## src/rtl/data_recovery_block.sv

```systemverilog
// data_recovery_block
// -------------------
// Receive end of the processing-stage byte stream. Each accepted beat is
// un-transformed according to its mode, pushed through a 2-entry skid buffer
// towards the consumer, and folded into a fixed-length frame that reports a
// mod-256 checksum. Beats that cannot be recovered bump a saturating counter.
//
// Ports:
//   clk         system clock, rising edge
//   rst         synchronous active-high reset
//   valid_in    upstream beat valid
//   ready_in    registered: buffer has room for another beat
//   data_in     transformed byte
//   mode        transform applied upstream (00 bypass, 01 inc, 10 inv, 11 gain)
//   valid_out   recovered beat valid
//   ready_out   downstream accepts
//   data_out    recovered byte (holds last value while buffer is empty)
//   frame_done  one-cycle pulse when a frame completes
//   frame_sum   checksum of the last completed frame
//   err_count   saturating count of unrecoverable beats
//
// Optional build macro:
//   DRB_MODE_LOCK_EN  latch the mode on the first beat of each frame and use it
//                     for the whole frame; a beat arriving with a different mode
//                     counts as an error but is still recovered with the latched
//                     mode. Without it every beat uses its own mode.

module data_recovery_block #(
  parameter int FRAME_LEN = 16,
  parameter int CNT_W     = 16
) (
  input  logic             clk,
  input  logic             rst,
  input  logic             valid_in,
  output logic             ready_in,
  input  logic [7:0]       data_in,
  input  logic [1:0]       mode,
  output logic             valid_out,
  input  logic             ready_out,
  output logic [7:0]       data_out,
  output logic             frame_done,
  output logic [7:0]       frame_sum,
  output logic [CNT_W-1:0] err_count
);

  localparam int CNT_BITS = $clog2(FRAME_LEN + 1);
  localparam logic [CNT_BITS-1:0] LAST_IDX = CNT_BITS'(FRAME_LEN - 1);

  typedef enum logic [1:0] {
    IDLE,
    COLLECT,
    DONE
  } state_t;

  state_t                state_q, state_d;
  logic [CNT_BITS-1:0]   count_q, count_d;
  logic [7:0]            sum_q, sum_d;
  logic [7:0]            frameSum_q, frameSum_d;
  logic [CNT_W-1:0]      errCount_q, errCount_d;
  logic                  outValid_q, outValid_d;
  logic [7:0]            outData_q, outData_d;
  logic                  skidValid_q, skidValid_d;
  logic [7:0]            skidData_q, skidData_d;
  logic                  ready_q, ready_d;

  logic                  accept;
  logic                  pop;
  logic                  frameStart;
  logic [1:0]            effMode;
  logic                  modeErr;
  logic [7:0]            recData;
  logic                  gainOdd;
  logic                  errInc;

  assign accept     = valid_in && ready_q;
  assign pop        = outValid_q && ready_out;
  // An accept outside COLLECT is always the first beat of a new frame.
  assign frameStart = (state_q != COLLECT);

`ifdef DRB_MODE_LOCK_EN
  logic [1:0] lockMode_q, lockMode_d;

  // The first beat of a frame uses (and latches) its own mode; later beats use
  // the latched one and flag any disagreement.
  always_comb begin
    effMode    = frameStart ? mode : lockMode_q;
    modeErr    = !frameStart && (mode != lockMode_q);
    lockMode_d = (accept && frameStart) ? mode : lockMode_q;
  end

  always_ff @(posedge clk) begin
    if (rst) begin
      lockMode_q <= 2'b00;
    end else begin
      lockMode_q <= lockMode_d;
    end
  end
`else
  always_comb begin
    effMode = mode;
    modeErr = 1'b0;
  end
`endif

  // Undo the upstream transform. Gain shifted left, so an odd byte never came
  // out of it and the beat is counted as unrecoverable.
  always_comb begin
    recData = data_in;
    gainOdd = 1'b0;
    case (effMode)
      2'b00: recData = data_in;
      2'b01: recData = data_in - 8'd1;
      2'b10: recData = ~data_in;
      2'b11: begin
        recData = {1'b0, data_in[7:1]};
        gainOdd = data_in[0];
      end
      default: recData = data_in;
    endcase
  end

  // At most one error per beat, even if a mode mismatch and an odd gain byte
  // coincide.
  always_comb begin
    errInc     = accept && (gainOdd || modeErr);
    errCount_d = errCount_q;
    if (errInc && (errCount_q != {CNT_W{1'b1}})) begin
      errCount_d = errCount_q + CNT_W'(1);
    end
  end

  // Skid buffer as an output register plus one overflow register. The output
  // register refills from the overflow entry first to keep FIFO order; an
  // accept only lands in the overflow entry when the output is stalled.
  always_comb begin
    outValid_d  = outValid_q;
    outData_d   = outData_q;
    skidValid_d = skidValid_q;
    skidData_d  = skidData_q;
    if (!outValid_q || pop) begin
      if (skidValid_q) begin
        outValid_d  = 1'b1;
        outData_d   = skidData_q;
        skidValid_d = accept;
        if (accept) begin
          skidData_d = recData;
        end
      end else begin
        outValid_d = accept;
        if (accept) begin
          outData_d = recData;
        end
      end
    end else if (accept) begin
      skidValid_d = 1'b1;
      skidData_d  = recData;
    end
    ready_d = !(outValid_d && skidValid_d);
  end

  // Frame FSM: counts accepted beats; the accept that completes the frame
  // loads frame_sum so it is visible together with frame_done in DONE.
  always_comb begin
    state_d    = state_q;
    count_d    = count_q;
    sum_d      = sum_q;
    frameSum_d = frameSum_q;
    case (state_q)
      IDLE, DONE: begin
        if (accept) begin
          state_d = COLLECT;
          count_d = CNT_BITS'(1);
          sum_d   = recData;
        end else begin
          state_d = IDLE;
          count_d = '0;
          sum_d   = 8'd0;
        end
      end
      COLLECT: begin
        if (accept) begin
          if (count_q == LAST_IDX) begin
            state_d    = DONE;
            frameSum_d = sum_q + recData;
            count_d    = '0;
            sum_d      = 8'd0;
          end else begin
            count_d = count_q + CNT_BITS'(1);
            sum_d   = sum_q + recData;
          end
        end
      end
      default: begin
        state_d = IDLE;
        count_d = '0;
        sum_d   = 8'd0;
      end
    endcase
  end

  // All state registers; reset drops buffered beats and any partial frame.
  always_ff @(posedge clk) begin
    if (rst) begin
      state_q     <= IDLE;
      count_q     <= '0;
      sum_q       <= 8'd0;
      frameSum_q  <= 8'd0;
      errCount_q  <= '0;
      outValid_q  <= 1'b0;
      outData_q   <= 8'd0;
      skidValid_q <= 1'b0;
      skidData_q  <= 8'd0;
      ready_q     <= 1'b1;
    end else begin
      state_q     <= state_d;
      count_q     <= count_d;
      sum_q       <= sum_d;
      frameSum_q  <= frameSum_d;
      errCount_q  <= errCount_d;
      outValid_q  <= outValid_d;
      outData_q   <= outData_d;
      skidValid_q <= skidValid_d;
      skidData_q  <= skidData_d;
      ready_q     <= ready_d;
    end
  end

  assign ready_in   = ready_q;
  assign valid_out  = outValid_q;
  assign data_out   = outData_q;
  assign frame_done = (state_q == DONE);
  assign frame_sum  = frameSum_q;
  assign err_count  = errCount_q;

endmodule

```

## config.mk

```make
export PLATFORM = sky130hd
export DESIGN_NAME = data_recovery_block
export DESIGN_NICKNAME = d
export VERILOG_FILES = /design/src/rtl/data_recovery_block.sv
export SDC_FILE = /design/constraint.sdc
export NUM_CORES = 1
export LEC_CHECK = 0
export BUFFER_PORTS_ARGS = -buffer_cell sky130_fd_sc_hd__buf_2
export CORE_ASPECT_RATIO = 1.2
export CORE_MARGIN = 4
export CORE_UTILIZATION = 57
export CTS_CLUSTER_SIZE = 40
export DETAILED_ROUTE_END_ITERATION = 16
export HOLD_SLACK_MARGIN = 0.1
export PLACE_DENSITY = 0.8
export SYNTH_ARGS = -nofsm -noshare
export SYNTH_HDL_FRONTEND = slang
export SYNTH_SLANG_ARGS = --single-unit
```

## constraint.sdc

```tcl
create_clock -name clk -period 3.9 [get_ports clk]
set_input_delay 0.585 -clock clk [delete_from_list [all_inputs] [get_ports clk]]
set_output_delay 0.585 -clock clk [all_outputs]
set_load 0.05 [all_outputs]
```

==> impl_metrics.env, run 1 <==
export IMPL_hold_ws_ns=0.4358
export IMPL_min_path_type="flop to flop"
export IMPL_max_vdd_ir_drop_mv=0.2826
export IMPL_place_area_um2=3625
export IMPL_ys_flop_type="dfxtp_1"
export IMPL_timing_final_hold_violations=0
export IMPL_first_pass_iters=4
export IMPL_place_ws_ns=0.4615
export IMPL_ant_nets=0
export IMPL_start_util_pct=59.23
export IMPL_setup_tns_ns=0
export IMPL_tritoncts="yes"
export IMPL_nFillCells=514
export IMPL_grt_pass1_vias=2860
export IMPL_cp_required_ns=4.13
export IMPL_worst_path_max_fanout=7
export IMPL_power_density_nw_per_um2=402.9
export IMPL_path_cells="buf_2, inv_1, ha_1, or3b_1, o311a_1, o32a_2, ha_1, and3_1, a22oi_1, nor3b_1, nor4_1, a211o_1"
export IMPL_rsz0062_at_grt="no"
export IMPL_via_count=3010
export IMPL_wl_per_cell_um=15.06
export IMPL_syn_num_nets=421
export IMPL_clk_path_buf_depth=2
export IMPL_yosys_cell_types_count=62
export IMPL_async_flop_share_pct=0
export IMPL_clock_skew_ns=0.006204
export IMPL_design_area_um2=3844
export IMPL_final_nets=460
export IMPL_die_area_um2=7230
export IMPL_cts_buffers=9
export IMPL_relSlewSlack_pct=42.50
export IMPL_multi_input_area_um2=2071
export IMPL_setup_slack_ns=0.8134
export IMPL_yosysWarnings=0
export IMPL_worst_pin_slew_ns=0.8594
export IMPL_crit_path_top_delay_cell="or3b_1"
export IMPL_setup_viol=0
export IMPL_io_buffers=48
export IMPL_hold_buffers=0
export IMPL_core_um2=5705
export IMPL_outcome="finished, final reports clean"
export IMPL_final_common_cell="dfxtp_1"
export IMPL_antenna_found_initial=0
export IMPL_drt_wl_total_um=7831
export IMPL_syn_to_final_growth_pct=13.74
export IMPL_yosysTopAreaCell="dfxtp_1"
export IMPL_ios=49
export IMPL_avgSynthCellArea_um2=8.534
export IMPL_clock_sinks=58
export IMPL_ctsResizeCount=0
export IMPL_grt_max_degree=33
export IMPL_max_freq_ghz=0.3240
export IMPL_critPathBufInv=2
export IMPL_post_cts_buffers=0
export IMPL_drc_errors=0
export IMPL_ys_seq_area_share_pct=34.36
export IMPL_dp_cells=504
export IMPL_syn_inst=396
export IMPL_slew_viol_final=0
export IMPL_cts_root_buffer="clkbuf_8"
export IMPL_synth_area_um2=3379
export IMPL_yosys_top_cells_area="dfxtp_1 (34%), nor2_1 (6.1%), mux2i_1 (5.3%)"
export IMPL_fp_dieW_um=78.29
export IMPL_min_period_ns=3.087
export IMPL_critPathKind="input port to flop"
export IMPL_end_kind="flop"
export IMPL_drv_cap=0
export IMPL_synth_edf_count=0
export IMPL_grt_use_total_pct=22.66
export IMPL_instances_no_fill=520
export IMPL_layout_area_seq_um2=1161
export IMPL_critPathLaunchType="input port"
export IMPL_yosys_register_bits=58
export IMPL_grt_pass1_wl_um=13100
export IMPL_period_share_pct=79.14
export IMPL_overflow=0
export IMPL_dp_hpwl_um=5745
export IMPL_antennaDiodeCount=0
export IMPL_drt_iter0_markers=193
export IMPL_synth_top_area_share_pct=34.36
export IMPL_cpPeakStageDelay_ns=0.38
export IMPL_finalWeightedCongestion=0.9150
export IMPL_path_delay_family="compound AO/OA/AOI/OAI gates"
export IMPL_arrival_ns=3.32
export IMPL_fp_dieH_um=92.35
export IMPL_final_cell_mix="dfxtp_1 (58), nor2_1 (55), buf_2 (48)"
export IMPL_postLayoutCoreUtil_pct=67.37
export IMPL_htree_levels=3
export IMPL_cpMostUsedCell="ha_1"
export IMPL_totalPowerFinal_mw=1.549
export IMPL_vias_per_cell=5.788
export IMPL_drive_above_1_share_pct=17.95
export IMPL_clk_transition_reported_paths_ns=0.06
export IMPL_std_cell_rows=30
export IMPL_power_leakage_nw=1.603
export IMPL_clock_latency_ns=0.35
## metal layers
| metal | share of wire (%) | vias up | wire [µm] | global-route usage (%) |
|---|---|---|---|---|
| li1 | - | 1520 | - | - |
| met5 | 0 | - | 0 | 0 |
| met1 | 45 | 1419 | 3532 | 27.81 |
| met2 | 49 | 59 | 3835 | 38.71 |
| met3 | 4.6 | 12 | 364 | 4.961 |
| met4 | 1.3 | 0 | 99 | 8.455 |
## cells in the mapped netlist, types with 7 or more instances
library cell	count
mux2i_1	18
o21ai_0	8
nor3_1	10
nor2_1	55
ha_1	10
dfxtp_1	58
inv_1	10
clkbuf_1	11
a21o_1	10
a211oi_1	14
nand2_1	29
nand2b_1	10
xnor2_1	16
xor2_1	7
nand3_1	11
a21oi_1	25
## flip-flops by register name, indices dropped and copies added, names as in the netlist
signal and flops:
ready_in 1, sum_q 8, state_q 2, valid_out 1, skidData_q 8, err_count 16
count_q 5, skidValid_q 1, data_out 8, frame_sum 8
## worst min-delay path, stage by stage, from the launching register on
cell,delay [ns]
dfxtp_1,0.31
nand2_1,0.05
a41oi_1,0.03
## worst paths after layout
kind         cells after the start          end  slack, ns  startpoint
max reg2reg                      5  data_out[2]       1.78    ready_in
min                              2   count_q[4]       0.44  count_q[4]
max                             12     sum_q[5]       0.81  data_in[0]
min reg2reg                      2   count_q[4]       0.44  count_q[4]
## cells by family after synthesis
| group | after synthesis | synth area share [%] |
|---|---|---|
| simple gates | 155 | 23.55 |
| compound gates | 98 | 21.84 |
| flops | 58 | 34.36 |
| buf+inv | 32 | 4.369 |
| xor+xnor | 23 | 5.961 |
| mux | 18 | 5.331 |
| fa+ha+maj | 12 | 4.591 |
## where the power goes
group          switching (mW)  total [mW]  internal (mW)
logic                   0.189       0.294          0.106
clock network           0.243       0.618          0.375
registers              0.0195       0.637          0.617
total                   0.451        1.55           1.10
## layout make-up
type | count | area share, %
Multi-Input combinational cell | 306 | 53.87
Tap cell | 80 | 2.604
Clock buffer | 11 | 3.678
Timing Repair Buffer | 50 | 6.641
Sequential cell | 58 | 30.21
Inverter | 10 | 0.9766
Clock inverter | 5 | 2.018
(Power assumes the default switching activity.)
==> run 2, diff against run 1 <==
- clock period: 3.9 -> 3.2 ns (I/O delays scaled with it)
==> run 2 against run 1 <==
  * Clock power rose by 24%
  * Final area grew 1.6%
  * Cell count rose by 1.3%
  * Clock skew rose by 0.0016 ns
  * Clock-buffer cell count decreased by 2
  * Highest routed layer unchanged
  * Total power grew 23%
==> impl_metrics.env, run 2 (synthesized netlist as in run 1, its figures left out) <==
export IMPL_slew_viol_final=0
export IMPL_cpMostUsedCell="ha_1"
export IMPL_critPathKind="input port to flop"
export IMPL_path_cells="buf_2, inv_1, ha_1, or3b_1, o311a_1, o32a_2, ha_1, and3_1, a22oi_1, nor3b_1, nor4_1, a211o_1"
export IMPL_worst_pin_slew_ns=0.8573
export IMPL_htree_levels=3
export IMPL_drc_errors=0
export IMPL_cp_required_ns=3.43
export IMPL_io_buffers=48
export IMPL_drive_above_1_share_pct=19.46
export IMPL_syn_to_final_growth_pct=15.51
export IMPL_ant_nets=0
export IMPL_vias_per_cell=5.742
export IMPL_final_nets=467
export IMPL_drt_iter0_markers=180
export IMPL_tritoncts="yes"
export IMPL_worst_path_max_fanout=4
export IMPL_r2r_start="sum_q[0]"
export IMPL_fp_dieH_um=92.35
export IMPL_die_area_um2=7230
export IMPL_antennaDiodeCount=0
export IMPL_setup_slack_ns=0.3491
export IMPL_start_util_pct=59.23
export IMPL_overflow=0
export IMPL_ctsResizeCount=0
export IMPL_critPathLaunchType="input port"
export IMPL_min_path_cells=2
export IMPL_r2r_setup_slack_ns=1.09
export IMPL_min_from="count_q[4]"
export IMPL_timing_final_hold_violations=0
export IMPL_std_cell_rows=30
export IMPL_power_leakage_nw=1.636
export IMPL_postLayoutCoreUtil_pct=68.42
export IMPL_min_path_type="flop to flop"
export IMPL_via_count=3026
export IMPL_instances_no_fill=527
export IMPL_drv_cap=0
export IMPL_r2r_end="sum_q[6]"
export IMPL_final_cell_mix="dfxtp_1 (58), nor2_1 (55), buf_2 (48)"
export IMPL_grt_pass1_vias=2883
export IMPL_finalWeightedCongestion=0.8616
export IMPL_cts_root_buffer="clkbuf_8"
export IMPL_totalPowerFinal_mw=1.909
export IMPL_core_um2=5705
export IMPL_ios=49
export IMPL_dp_cells=511
export IMPL_clock_sinks=58
export IMPL_power_density_nw_per_um2=488.9
export IMPL_post_cts_buffers=0
export IMPL_ff2ff_path_depth=7
export IMPL_grt_max_degree=30
export IMPL_clock_latency_ns=0.34
export IMPL_wl_per_cell_um=14.93
export IMPL_clk_transition_reported_paths_ns=0.07
export IMPL_cpPeakStageDelay_ns=0.38
export IMPL_crit_path_top_delay_cell="or3b_1"
export IMPL_cts_buffers=9
export IMPL_setup_viol=0
export IMPL_arrival_ns=3.08
export IMPL_clock_skew_ns=0.007845
export IMPL_max_vdd_ir_drop_mv=0.2907
export IMPL_min_period_ns=2.851
export IMPL_final_common_cell="dfxtp_1"
export IMPL_period_share_pct=89.09
export IMPL_hold_buffers=0
export IMPL_max_freq_ghz=0.3508
export IMPL_outcome="finished, final reports clean"
export IMPL_rsz0062_at_grt="no"
export IMPL_place_ws_ns=0.01285
export IMPL_grt_use_total_pct=23.06
export IMPL_first_pass_iters=4
export IMPL_drt_wl_total_um=7868
export IMPL_largest_reg_flops=16
export IMPL_grt_pass1_wl_um=13370
export IMPL_relSlewSlack_pct=42.63
export IMPL_fp_dieW_um=78.29
export IMPL_antenna_found_initial=0
export IMPL_setup_tns_ns=0
export IMPL_min_to="count_q[4]"
export IMPL_end_kind="flop"
export IMPL_dp_hpwl_um=5784
export IMPL_clk_path_buf_depth=2
## run 2: cell count changes in the layout (fill, tap and decap cells not counted), sizes merged
cell,previous run,this run
clkinv,2,3
buf,50,57
inv,10,11
clkbuf,11,9
## run 2: per-stage QoR
| stage | area (µm²) | hold WS [ns] |
|---|---|---|
| final | 3904 | 0.4384 |
| after global routing | 3904 | 0.4551 |
| after CTS | 3904 | 0.4404 |
| after detailed placement | 3677 | 0.4258 |
| after global placement | 3677 | 0.4228 |
| after floorplan | 3379 | 0.4102 |
## run 2: how the worst max path moves through the flow
stage | from | to | slack (ns) | cells past startpoint
2_1_floorplan | data_in[0] | sum_q[5] | 0.10 | 12
3_3_place_gp | data_in[0] | sum_q[5] | 0.08 | 12
3_5_place_dp | data_in[0] | sum_q[5] | 0.01 | 12
4_1_cts | data_in[0] | sum_q[5] | 0.38 | 12
5_1_grt | data_in[0] | sum_q[5] | 0.15 | 12
6_report | data_in[0] | sum_q[5] | 0.35 | 12
## run 2: cell type report
type                            instances  area, µm²
Multi-Input combinational cell        306       2071
Sequential cell                        58       1161
Clock buffer                            9      123.9
Tap cell                               80      100.1
Timing Repair Buffer                   57      307.8
Inverter                               10      37.54
Clock inverter                          7      102.6
Fill cell                             491       1802
## run 2: worst max-delay path, delay by kind of cell
family / cells / cell delay, ns
adders and majority gates: 2 / 0.52
and+or+nand+nor: 4 / 0.90
buffers and inverters: 2 / 0.15
AOI/OAI and AO/OA: 4 / 1.02
## run 2: layer usage
metal  global-route usage, %  vias up  share of wire, %
met3                   4.377        5               5.8
li1                        -     1528                 -
met4                   9.913        0              0.89
met2                   38.07       86                50
met1                   29.30     1407                44
met5                       0        -                 0
## run 2: report_power, final
part	switching, mW	internal, mW
clock	0.321	0.444
combinational	0.231	0.137
sequential	0.0239	0.752
total	0.576	1.33
